==> src/rtl/fetch_controller_pkg.sv <==
`default_nettype none
// ============================================================================
// Module   : fetch_controller_pkg
// Brief    : Shared types, constants and helpers for the fetch controller.
// Revision : 1.0 - initial release
// ============================================================================
package fetch_controller_pkg;

    // Bytes per instruction word; the PC advances by this amount per fetch.
    localparam int WORD_BYTES = 4;

    // Fetch controller operating state.
    typedef enum logic [1:0] {
        IDLE  = 2'd0,
        RUN   = 2'd1,
        FAULT = 2'd2
    } fetch_state_e;

    // One buffered fetch: the address it came from and the fetched word.
    typedef struct packed {
        logic [31:0] pc;
        logic [31:0] instr;
    } fetch_entry_t;

    // A PC is fetchable when it is word aligned and inside the memory image.
    function automatic logic pc_is_legal(input logic [31:0] pc, input logic [31:0] limit);
        return (pc[1:0] == 2'b00) && (pc < limit);
    endfunction

endpackage
`default_nettype wire

==> src/rtl/fetch_controller_if.sv <==
`default_nettype none
// ============================================================================
// Module   : fetch_controller_if
// Brief    : Valid/ready handoff from the fetch stage to decode.
// Revision : 1.0 - initial release
// ============================================================================
interface fetch_controller_if;

    logic        out_valid;
    logic        out_ready;
    logic [31:0] out_instr;
    logic [31:0] out_pc;

    // Fetch side produces {pc, instr}; decode side returns ready.
    modport master (
        output out_valid,
        output out_instr,
        output out_pc,
        input  out_ready
    );

    modport slave (
        input  out_valid,
        input  out_instr,
        input  out_pc,
        output out_ready
    );

endinterface
`default_nettype wire

==> src/rtl/fetch_controller_buffer.sv <==
`default_nettype none
// ============================================================================
// Module   : fetch_controller_buffer
// Brief    : Small FIFO of fetch entries with push/pop/flush and head read.
// Revision : 1.0 - initial release
// ============================================================================
module fetch_controller_buffer
    import fetch_controller_pkg::*;
#(
    parameter int DEPTH = 2
) (
    input  wire logic         clk,
    input  wire logic         rst,
    input  wire logic         push_i,
    input  wire fetch_entry_t push_data_i,
    input  wire logic         pop_i,
    input  wire logic         flush_i,
    output logic              full_o,
    output logic              empty_o,
    output fetch_entry_t      head_o
);

    localparam int c_PTR_W = $clog2(DEPTH);
    localparam int c_CNT_W = c_PTR_W + 1;
    localparam logic [c_CNT_W-1:0] c_CNT_FULL = c_CNT_W'(DEPTH);

    fetch_entry_t       mem_q [DEPTH];
    logic [c_PTR_W-1:0] wr_q, wr_d;
    logic [c_PTR_W-1:0] rd_q, rd_d;
    logic [c_CNT_W-1:0] cnt_q, cnt_d;
    logic               w_do_push;
    logic               w_do_pop;

    assign full_o  = (cnt_q == c_CNT_FULL);
    assign empty_o = (cnt_q == '0);
    assign head_o  = mem_q[rd_q];

    // A pop frees a slot in the same cycle, so push is allowed when full and popping.
    assign w_do_pop  = pop_i && !empty_o;
    assign w_do_push = push_i && (!full_o || w_do_pop);

    // Pointer and occupancy update; flush discards everything.
    always_comb begin
        wr_d  = wr_q;
        rd_d  = rd_q;
        cnt_d = cnt_q;
        if (flush_i) begin
            wr_d  = '0;
            rd_d  = '0;
            cnt_d = '0;
        end else begin
            if (w_do_push) begin
                wr_d = wr_q + 1'b1;
            end
            if (w_do_pop) begin
                rd_d = rd_q + 1'b1;
            end
            case ({w_do_push, w_do_pop})
                2'b10:   cnt_d = cnt_q + 1'b1;
                2'b01:   cnt_d = cnt_q - 1'b1;
                default: cnt_d = cnt_q;
            endcase
        end
    end

    // Storage and pointer registers; reset clears contents so the head reads zero.
    always_ff @(posedge clk or posedge rst) begin
        if (rst) begin
            wr_q  <= '0;
            rd_q  <= '0;
            cnt_q <= '0;
            for (int i = 0; i < DEPTH; i++) begin
                mem_q[i] <= '0;
            end
        end else begin
            wr_q  <= wr_d;
            rd_q  <= rd_d;
            cnt_q <= cnt_d;
            if (w_do_push && !flush_i) begin
                mem_q[wr_q] <= push_data_i;
            end
        end
    end

endmodule
`default_nettype wire

==> src/rtl/fetch_controller.sv <==
`default_nettype none
// ============================================================================
// Module   : fetch_controller
// Brief    : Owns the PC, reads the combinational instruction memory, buffers
//            {pc, instr} pairs for decode and handles redirects and faults.
// Revision : 1.0 - initial release
// ============================================================================
module fetch_controller
    import fetch_controller_pkg::*;
#(
    parameter logic [31:0] RESET_PC   = 32'h0000_0000,
    parameter int          IMEM_DEPTH = 128,
    parameter int          BUF_DEPTH  = 2
) (
    input  wire logic         clk,
    input  wire logic         rst,
    input  wire logic         fetch_en_i,
    output logic [31:0]       imem_addr_o,
    input  wire logic [31:0]  imem_rdata_i,
    input  wire logic         redirect_valid_i,
    input  wire logic [31:0]  redirect_pc_i,
    fetch_controller_if.master out_if,
    output logic              fault_o
);

    localparam logic [31:0] c_PC_LIMIT = 32'(IMEM_DEPTH * WORD_BYTES);
    localparam logic [31:0] c_PC_STEP  = 32'(WORD_BYTES);

    fetch_state_e state_q, state_d;
    logic [31:0]  pc_q, pc_d;

    logic         w_push;
    logic         w_pop;
    logic         w_flush;
    logic         w_full;
    logic         w_empty;
    logic         w_pc_legal;
    logic         w_target_legal;
    fetch_entry_t w_push_data;
    fetch_entry_t w_head;

    assign w_pc_legal     = pc_is_legal(pc_q, c_PC_LIMIT);
    assign w_target_legal = pc_is_legal(redirect_pc_i, c_PC_LIMIT);

    assign w_push_data.pc    = pc_q;
    assign w_push_data.instr = imem_rdata_i;

    // Decode consumes the head on a handshake, in any state.
    assign w_pop = out_if.out_valid && out_if.out_ready;

    assign imem_addr_o      = pc_q;
    assign fault_o          = (state_q == FAULT);
    assign out_if.out_valid = !w_empty;
    assign out_if.out_pc    = w_head.pc;
    assign out_if.out_instr = w_head.instr;

    fetch_controller_buffer #(
        .DEPTH (BUF_DEPTH)
    ) u_buffer (
        .clk         (clk),
        .rst         (rst),
        .push_i      (w_push),
        .push_data_i (w_push_data),
        .pop_i       (w_pop),
        .flush_i     (w_flush),
        .full_o      (w_full),
        .empty_o     (w_empty),
        .head_o      (w_head)
    );

    // Next state, next PC and buffer control; a redirect overrides fetching.
    always_comb begin
        state_d = state_q;
        pc_d    = pc_q;
        w_push  = 1'b0;
        w_flush = 1'b0;
        if (redirect_valid_i) begin
            w_flush = 1'b1;
            pc_d    = redirect_pc_i;
            if (!w_target_legal) begin
                state_d = FAULT;
            end else if (state_q == FAULT) begin
                state_d = RUN;
            end else if ((state_q == RUN) && !fetch_en_i) begin
                state_d = IDLE;
            end
        end else begin
            unique case (state_q)
                IDLE: begin
                    if (fetch_en_i) begin
                        state_d = RUN;
                    end
                end
                RUN: begin
                    if (!fetch_en_i) begin
                        state_d = IDLE;
                    end else if (!w_pc_legal) begin
                        // Range check also catches pc+4 running past the top of memory.
                        state_d = FAULT;
                    end else if (!w_full || w_pop) begin
                        w_push = 1'b1;
                        pc_d   = pc_q + c_PC_STEP;
                    end
                end
                FAULT: begin
                    state_d = FAULT;
                end
                default: begin
                    state_d = IDLE;
                end
            endcase
        end
    end

    // State and PC registers.
    always_ff @(posedge clk or posedge rst) begin
        if (rst) begin
            state_q <= IDLE;
            pc_q    <= RESET_PC;
        end else begin
            state_q <= state_d;
            pc_q    <= pc_d;
        end
    end

endmodule
`default_nettype wire

==> src/flat_wrapper.sv <==
// flat-port wrapper written by rule: the top's interface ports become plain ports
module fetch_controller_flat import fetch_controller_pkg::*;
#(
    parameter logic [31:0] RESET_PC   = 32'h0000_0000,
    parameter int          IMEM_DEPTH = 128,
    parameter int          BUF_DEPTH  = 2
)
  (clk, rst, fetch_en_i, imem_addr_o, imem_rdata_i, redirect_valid_i, redirect_pc_i, fault_o, out_if_out_valid, out_if_out_instr, out_if_out_pc, out_if_out_ready);
  fetch_controller_if out_if_i ();
  input  wire logic clk;
  input  wire logic rst;
  input  wire logic fetch_en_i;
  output logic [31:0] imem_addr_o;
  input  wire logic [31:0] imem_rdata_i;
  input  wire logic redirect_valid_i;
  input  wire logic [31:0] redirect_pc_i;
  output logic fault_o;
  output wire logic [$bits(out_if_i.out_valid)-1:0] out_if_out_valid;
  output wire logic [$bits(out_if_i.out_instr)-1:0] out_if_out_instr;
  output wire logic [$bits(out_if_i.out_pc)-1:0] out_if_out_pc;
  input wire logic [$bits(out_if_i.out_ready)-1:0] out_if_out_ready;
  assign out_if_out_valid = out_if_i.out_valid;
  assign out_if_out_instr = out_if_i.out_instr;
  assign out_if_out_pc = out_if_i.out_pc;
  assign out_if_i.out_ready = out_if_out_ready;
  fetch_controller #(.RESET_PC(RESET_PC), .IMEM_DEPTH(IMEM_DEPTH), .BUF_DEPTH(BUF_DEPTH)) u_core (.clk(clk), .rst(rst), .fetch_en_i(fetch_en_i), .imem_addr_o(imem_addr_o), .imem_rdata_i(imem_rdata_i), .redirect_valid_i(redirect_valid_i), .redirect_pc_i(redirect_pc_i), .out_if(out_if_i), .fault_o(fault_o));
endmodule
==> config.mk <==
export PLATFORM = sky130hd
export DESIGN_NAME = fetch_controller_flat
export DESIGN_NICKNAME = d
export VERILOG_FILES = /design/src/rtl/fetch_controller_pkg.sv /design/src/rtl/fetch_controller_if.sv /design/src/rtl/fetch_controller_buffer.sv /design/src/rtl/fetch_controller.sv /design/src/flat_wrapper.sv
export SDC_FILE = /design/constraint.sdc
export NUM_CORES = 1
export LEC_CHECK = 0
export CAP_MARGIN = 10
export CORE_MARGIN = 2
export CORE_UTILIZATION = 54
export CTS_CLUSTER_DIAMETER = 40
export CTS_CLUSTER_SIZE = 25
export DETAILED_ROUTE_END_ITERATION = 12
export PLACE_DENSITY = 0.92
export REMOVE_ABC_BUFFERS = 1
export SYNTH_ARGS = -nofsm -noshare
export SYNTH_HDL_FRONTEND = slang
export SYNTH_SLANG_ARGS = --single-unit
==> constraint.sdc <==
create_clock -name clk -period 9.4 [get_ports clk]
set_clock_uncertainty 0.05 [all_clocks]
set_input_delay 1.41 -clock clk [delete_from_list [all_inputs] [get_ports clk]]
set_output_delay 1.41 -clock clk [all_outputs]
set_load 0.01 [all_outputs]
Word level (Yosys, flattened, before mapping)
Cells that the tools add are included.
- flip-flop bits (word level): 166
- word-level logic and storage cells: 87
- add/subtract/negate cells: 5
- $lt $le $gt $ge: 5
- equality and inequality tests: 8
- muxes and demuxes: 31
- bitwise gates (word level): 2
- reductions and logical operators: 27
- operators by type and width (kind ; count):
    $mux 64 ; 4
    $mux 32 ; 5
    $bwmux 128 ; 1
    $demux 64 s1 ; 1
    $lt 32x10->1 const B ; 2
    $add 32x3->32 const B ; 1
    $mux 2 ; 8
    $reduce_bool 2->1 ; 6
    $mux 1 ; 10
    $logic_and 1x1->1 ; 8
    $logic_not 2->1 ; 4
    $ne 4x4->1 const B ; 2
    $eq 2x2->1 const B ; 3
    $pmux 2 s3 ; 1
    $eq 2x1->1 const B ; 2
    $ge 2x2->1 const B ; 2
    $logic_not 1->1 ; 4
    $not 1->2 ; 2
    $pmux 2 s2 ; 1
    $reduce_and 4->1 ; 1
    $ne 3x3->1 const B ; 1
    $reduce_and 3->1 ; 1
    $reduce_bool 3->1 ; 1
    $add 1x1->1 const B ; 2
    4 further kinds ; 5

Depth between registers and ports, before layout
Gate-level depths: netlist of the first run.
- depth in word-level cells: 13
- mapped depth: 8
- depth with buffers taken out: 5

By module
From an unflattened synthesis of the first run, not the netlist that was laid out.
- cells, all modules: 502
- area, all modules: 7619.8 um^2
- by module, submodules not included (module ; times used ; cells each ; area an instance (um^2) ; seq. area each (um^2)):
    fetch_controller_buffer ; 1 ; 366 ; 5918.2 ; 3303.2
    fetch_controller ; 1 ; 136 ; 1701.6 ; 850.8

Worst setup path after synthesis of the first run
No wires, ideal clock.
- path type: input -> register
- start: input port fetch_en_i
- end: register u_core.u_buffer.mem_q[100] in the netlist's numbering
- library setup time: 0.125 ns
- data arrival time: 2.808 ns
- required time: 9.225 ns
- path slack: 6.417 ns
- cell stages on the path: 7
- path buffers: 2
- path through: nor4b_4 -> nand4_4 -> nor4_4 -> nand2b_1 -> buf_6 -> buf_6 -> mux2_4
- word-level cells in the longest chain between the ends: 5
- ends and longest elaborated chain (item ; line ; text):
    from (decl) ; flat_wrapper.sv:12 ; input wire logic fetch_en_i;
    $mux 1 ; fetch_controller.sv:95 ; if (!fetch_en_i) begin
    $mux 1 ; fetch_controller.sv:88 ; unique case (state_q)
    $mux 1 ; fetch_controller.sv:77 ; if (redirect_valid_i) begin
    $logic_and 1x1->1 ; fetch_controller_buffer.sv:40 ; assign w_do_push = push_i && (!full_o || w_do_pop);
    $logic_and 1x1->1 ; fetch_controller_buffer.sv:79 ; if (w_do_push && !flush_i) begin
    to (signal, indexed assignment) ; fetch_controller_buffer.sv:80 ; mem_q[wr_q] <= push_data_i;
    to (decl) ; fetch_controller_buffer.sv:27 ; fetch_entry_t mem_q [DEPTH];
No other way between the ends.
A chain may end at the register's enable or synchronous reset.

Final worst setup path of the first run
- start: register u_core.u_buffer.rd_q
- end: output port out_if_out_pc[3]
- word-level cells in the longest chain between the ends: 4
- ends and longest elaborated chain (item ; line ; text):
    from (decl) ; fetch_controller_buffer.sv:29 ; logic [c_PTR_W-1:0] rd_q, rd_d;
    from (signal assigned) ; fetch_controller_buffer.sv:77 ; rd_q <= rd_d;
    $not 1->2 (not written as such) ; fetch_controller_buffer.sv:36 ; assign head_o = mem_q[rd_q];
    $mux 64 (not written as such) (3 in series) ; fetch_controller_buffer.sv:36 ;
    to (decl) ; flat_wrapper.sv:20 ; output wire logic [$bits(out_if_i.out_pc)-1:0] out_if_out_pc;
No other way between the ends. The select of a mux whose other input is x is not followed.

==> flow_summary.json, run 1 <==
{
  "dp_hpwl_mm": 10.3,
  "synth.area.top_cells": "dfrtp_1, mux2_2, mux2_4",
  "crit_family": "buffers and inverters",
  "switchingPower_uw": 339,
  "synth_top_area_cell": "dfrtp_1",
  "hold_violations": 0,
  "p_total_uw": 1530,
  "slew_viol_final": 0,
  "core_area_um2": 13200,
  "worstReg2RegStart": "u_core.imem_addr_o[29]$_DFFE_PP0P_",
  "synth_edf_count": 0,
  "max_stage_delay_ns": 0.64,
  "cts_made_buffers": 17,
  "die_h_um": 120,
  "yosys.area.top_type_share_pct": 57.1,
  "clock_latency_ns": 0.43,
  "start_kind": "flip-flop",
  "crit_end": "out_if_out_pc[3]",
  "cts_hold_buf": 0,
  "p_sw_share_pct": 22.1,
  "cts_setup_buffers": 0,
  "p_clk_share_pct": 44.4,
  "setup.worst_path.end_class": "output port",
  "clockRootBuffer": "clkbuf_16",
  "yosysMostFrequentCell": "dfrtp_1",
  "antenna_left": 0,
  "final.fill_count": 825,
  "grt_pass1_wl_mm": 25.4,
  "slew_headroom_pct": 33.6,
  "crit_buf_inv": 2,
  "critPathSlowestCell": "dfrtp_2",
  "boundaryPins": 167,
  "syn_area_per_cell_um2": 14.5,
  "antenna_found_initial": 0,
  "numPortBuffers": 166,
  "start_util_pct": 55.2,
  "internal_power_uw": 1190,
  "seqPwrFrac_pct": 48.6,
  "combPwrFrac_pct": 7.0,
  "routed_via_density": 5.37,
  "max_freq_mhz": 243,
  "powerDensity_nw_per_um2": 159,
  "cp.depth": 3,
  "p_leak_uw": 0.00454,
  "place.gp.congestion": 0.771,
  "setup_viol": 0,
  "clock-sinks": 166,
  "rsz0062_at_grt": "no",
  "die-area_um2": 14400,
  "r2r_cells": 5,
  "antenna_cells": 0,
  "die_w_um": 120,
  "worst_pin_slew_ns": 0.996,
  "crit_path_cell_trace": "buf_4 > mux2_2 > clkdlybuf4s50_1",
  "gr-total-overflow": 0,
  "drive_gt1_share_pct": 30.0,
  "r2r_end": "u_core.u_buffer.mem_q[94]$_DFFE_PP0P_",
  "vias": 4577,
  "path_class": "reg -> out",
  "cp.arrival_ns": 2.66,
  "htree_levels": 4,
  "syn_to_final_growth_pct": 32.4,
  "outcome": "finished clean",
  "synth.ff_latch_count": 166,
  "dr.first_iter.drc_count": 214,
  "worst_ep_required_time_ns": 7.94,
  "ys_async_sr_fraction_pct": 100,
  "yosys-top-cells-count": "dfrtp_1, mux2_2, and2_1",
  "yosysWarnings": 0,
  "multi_input_area_um2": 2960,
  "grt_pass1_vias": 4965,
  "cts_resized": 0,
  "routedWlPerCell_um": 18.2,
  "fin_tns_setup_ns": 0,
  "crit_start": "u_core.u_buffer.rd_q$_DFFE_PP0P_",
  "hp-class": "reg -> reg",
  "cts_tree": "built",
  "syn_inst": 502,
  "drtPass1Iterations": 4,
  "netlist_area_um2": 7280,
  "ir_worst_vdd_v": 0.000104,
  "maxCapViolations": 0,
  "synth_cell_type_count": 43,
  "period_share_pct": 43.8,
  "r2r_setup_slack_ns": 6.56,
  "grt.total_usage_pct": 22.7,
  "drc": 0,
  "wl_mm": 15.5,
  "final_nets": 734,
  "regArea_um2": 4160,
  "grt_max_degree": 90,
  "clockBufferDepth": 2,
  "ys_seq_area_share_pct": 57.1,
  "path_clk_slew_ns": 0.06,
  "ys.flop_type": "dfrtp_1",
  "cp_max_fo": 48,
  "min_period_ns": 4.12,
  "rows": 42
}
## cell type report
type                    instances  area share, %
clock buffers                  20           4.74
clock inverters                12           1.32
inverters                       7          0.325
multi-input cells             303           30.8
flip-flops and latches        166           43.1
well taps                     176           2.29
repair buffers                169           17.4
## power groups by stage
stage | Sequential, uW | Clock [uW] | Combinational, uW
after floorplan | 761 | 0 | 30.8
after global placement | 757 | 0 | 106
after detailed placement | 758 | 0 | 108
after CTS | 745 | 694 | 109
after global routing | 747 | 727 | 117
final | 745 | 681 | 108
## layout by cell type, fill, tap and decap left out, types with 2 or more instances in the layout
cell type        instances
nor2_1                  10
xnor2_1                  6
bufinv_16                2
a41oi_1                  2
clkbuf_16               17
clkdlybuf4s50_1        165
nand2_1                 11
and2_1                  50
nor4_4                   3
nor4_1                  10
clkinv_2                 4
o211ai_1                 2
clkinvlp_4               4
mux2_2                 119
dfrtp_1                165
and3_1                   2
mux2_1                  14
nand2b_1                 2
inv_6                    2
inv_1                    6
nor4b_4                  2
nand3_1                  4
clkbuf_8                 2
a21oi_1                  2
mux2_4                  34
buf_4                    3
o21ai_0                  7
o41ai_1                  2
or2_2                    2
## how the worst min path moves through the flow
stage | start | to | depth (start not counted) | slack [ns]
2_1_floorplan | u_core.u_buffer.mem_q[32]$_DFFE_PP0P_ | u_core.u_buffer.mem_q[32]$_DFFE_PP0P_ | 1 | 0.40
3_5_place_dp | u_core.u_buffer.mem_q[52]$_DFFE_PP0P_ | u_core.u_buffer.mem_q[52]$_DFFE_PP0P_ | 1 | 0.42
4_1_cts | u_core.u_buffer.mem_q[52]$_DFFE_PP0P_ | u_core.u_buffer.mem_q[52]$_DFFE_PP0P_ | 1 | 0.43
3_3_place_gp | u_core.u_buffer.mem_q[61]$_DFFE_PP0P_ | u_core.u_buffer.mem_q[61]$_DFFE_PP0P_ | 1 | 0.41
5_1_grt | u_core.u_buffer.mem_q[96]$_DFFE_PP0P_ | u_core.u_buffer.mem_q[96]$_DFFE_PP0P_ | 1 | 0.45
6_report | u_core.u_buffer.mem_q[32]$_DFFE_PP0P_ | u_core.u_buffer.mem_q[32]$_DFFE_PP0P_ | 1 | 0.43
## registers in the layout (all words and copies together) (netlist names)
signal / cells
u_core.u_buffer.cnt_q: 2
u_core.state_q: 2
u_core.u_buffer.mem_q: 128
u_core.u_buffer.wr_q: 1
u_core.u_buffer.rd_q: 1
u_core.imem_addr_o: 32
## through the flow
step	utilization, %	area, um^2	hold WS (ns)	worst slack (ns)	std cells
floorplan	-	7140	0.397	3.45	476
global placement	68.6	9050	0.413	5.31	821
detailed placement	68.6	9050	0.415	5.21	821
CTS	73.0	9630	0.434	5.28	853
global route	73.0	9630	0.446	5.17	853
finish	73.0	9630	0.431	5.28	853
## metal layers
metal	vias to the layer above	routed length (um)	share of wire [%]	track usage, %
li1	2099	-	-	-
met1	2303	6640	43	28.9
met2	153	7600	49	36.8
met3	22	1040	6.7	7.27
met4	0	250	1.6	8.01
met5	-	0	0	0
## cells by family after synthesis
logic type,count (synthesis),share of synthesized area [%]
compound gates,21,2.01
xor+xnor,7,0.843
fa+ha+maj,1,0.172
buf+inv,33,2.29
flops,166,57.1
mux,168,27.7
simple gates,106,9.87
Note: power is estimated with default switching activity, not from simulation.
==> inputs of run 2 (changes only) <==
--- a/config.mk
+++ b/config.mk
@@ -7,11 +7,11 @@
 export LEC_CHECK = 0
 export CAP_MARGIN = 10
 export CORE_MARGIN = 2
-export CORE_UTILIZATION = 54
+export CORE_UTILIZATION = 50
 export CTS_CLUSTER_DIAMETER = 40
 export CTS_CLUSTER_SIZE = 25
 export DETAILED_ROUTE_END_ITERATION = 12
-export PLACE_DENSITY = 0.92
+export PLACE_DENSITY = 0.87
 export REMOVE_ABC_BUFFERS = 1
 export SYNTH_ARGS = -nofsm -noshare
 export SYNTH_HDL_FRONTEND = slang
==> constraint.sdc (replaced) <==
create_clock -name clk -period 4.23 [get_ports clk]
set_clock_uncertainty 0.05 [all_clocks]
set_input_delay 0.6345 -clock clk [delete_from_list [all_inputs] [get_ports clk]]
set_output_delay 0.6345 -clock clk [all_outputs]
set_load 0.01 [all_outputs]
==> flow_summary.json, run 2 (synthesis results as in run 1) <==
{
  "worst_pin_slew_ns": 0.995,
  "grt_pass1_wl_mm": 26.3,
  "dp_hpwl_mm": 10.4,
  "setup.worst_path.end_class": "output port",
  "largest_register": "u_core.u_buffer.mem_q",
  "hold_path_end": "u_core.u_buffer.mem_q[61]$_DFFE_PP0P_",
  "layout_commonest_cell": "clkdlybuf4s50_1",
  "numPortBuffers": 166,
  "rsz0062_at_grt": "no",
  "crit_path_cell_trace": "buf_12 > mux2_2 > clkdlybuf4s50_1",
  "cp.arrival_ns": 2.41,
  "p_leak_uw": 0.00457,
  "dr.first_iter.drc_count": 256,
  "maxCapViolations": 0,
  "path_class": "reg -> out",
  "r2r_end": "u_core.u_buffer.mem_q[30]$_DFFE_PP0P_",
  "cts_setup_buffers": 0,
  "clock_latency_ns": 0.43,
  "cts_resized": 0,
  "start_kind": "flip-flop",
  "core_area_um2": 14400,
  "gr-usage-met1_pct": 25.6,
  "slew_viol_final": 0,
  "r2r_setup_slack_ns": 1.31,
  "path_clk_slew_ns": 0.06,
  "die_h_um": 125,
  "start_util_pct": 50.6,
  "rows": 44,
  "die-area_um2": 15500,
  "worst_ep_required_time_ns": 3.55,
  "gr-total-overflow": 0,
  "drtPass1Iterations": 4,
  "grt.total_usage_pct": 21.3,
  "dpl-instance-area_um2": 9110,
  "period_share_pct": 73.2,
  "max_stage_delay_ns": 0.73,
  "slew_headroom_pct": 33.7,
  "cts_made_buffers": 17,
  "clockBufferDepth": 2,
  "hold_violations": 0,
  "grt_pass1_vias": 5132,
  "grt-busiest-layer": "met2",
  "antenna_cells": 0,
  "grt_max_degree": 101,
  "routed_via_density": 5.33,
  "hp-start": "u_core.u_buffer.mem_q[61]$_DFFE_PP0P_",
  "final_nets": 737,
  "antenna_left": 0,
  "powerDensity_nw_per_um2": 362,
  "mostFrequentLayoutCells": "clkdlybuf4s50_1, dfrtp_1, mux2_2, and2_1, mux2_4",
  "wl_mm": 15.9,
  "worstReg2RegStart": "u_core.imem_addr_o[29]$_DFFE_PP0P_",
  "setup_viol": 0,
  "critPathSlowestCell": "dfrtp_2",
  "max_freq_mhz": 323,
  "holdPathStages": 1,
  "globalRouteMet3Util_pct": 7.39,
  "largest_reg_flops": 128,
  "final_core_util_pct": 67.8,
  "drive_gt1_share_pct": 30.0,
  "ir_worst_vdd_v": 0.000277,
  "vias": 4606,
  "outcome": "finished clean",
  "syn_to_final_growth_pct": 33.8,
  "cts_hold_buf": 0,
  "place.gp.congestion": 0.812,
  "clock-sinks": 166,
  "antenna_found_initial": 0,
  "die_w_um": 125,
  "gr-usage-met2_pct": 35.1,
  "clockRootBuffer": "clkbuf_16",
  "crit_start": "u_core.u_buffer.rd_q$_DFFE_PP0P_",
  "hp-class": "reg -> reg",
  "r2r_cells": 6,
  "boundaryPins": 167,
  "cts_tree": "built",
  "drc": 0,
  "min_period_ns": 3.10,
  "routedWlPerCell_um": 18.4,
  "cp_max_fo": 46,
  "finalInstanceArea_um2": 9740,
  "htree_levels": 4
}
## run 2: per-stage QoR
stage               cells  hold WS, ns  total power [uW]  setup TNS (ns)  setup WS, ns
finish                864        0.430              3530               0          1.13
global route          864        0.447              3640               0          1.03
CTS                   864        0.434              3560               0          1.12
detailed placement    832        0.416              1930               0         0.748
global placement      832        0.413              1920               0         0.838
floorplan             476        0.397              1760         -156.79        -0.945
## run 2: metal layers
layer / up-vias / part of all wire (%)
met3: 34 / 6.5
met4: 0 / 2.4
li1: 2101 / -
met5: - / 0
met2: 146 / 49
met1: 2325 / 42
## run 2: cell type report
cell class,count,area (um^2)
fill,979,4630
sequential,166,4160
multi-input combinational,303,2960
timing repair buffer,172,1730
clock buffer,20,447
tap,184,230
clock inverter,12,178
inverter,7,31.3
## run 2: power breakdown
group          internal, uW  leakage [uW]  switching [uW]  total [uW]
Sequential             1620       0.00224            39.0        1660
Combinational           141       0.00204             102         242
Clock                  1000      0.000292             627        1630
## run 2: worst max path at each step
stage	end	depth (start not counted)	slack (ns)
after global routing	u_core.u_buffer.mem_q[30]$_DFFE_PP0P_	7	1.03
after detailed placement	u_core.u_buffer.mem_q[30]$_DFFE_PP0P_	7	0.75
final	out_if_out_pc[6]	3	1.13
after CTS	out_if_out_pc[7]	3	1.12
after global placement	u_core.u_buffer.mem_q[30]$_DFFE_PP0P_	7	0.84
after floorplan	u_core.imem_addr_o[0]$_DFFE_PP0P_	1	-0.94
## run 2: worst max-delay path: cells and delay by family, from the launching register on
family	cells	cell delay, ns
buf+inv	2	0.83
flops	1	0.73
mux	1	0.38
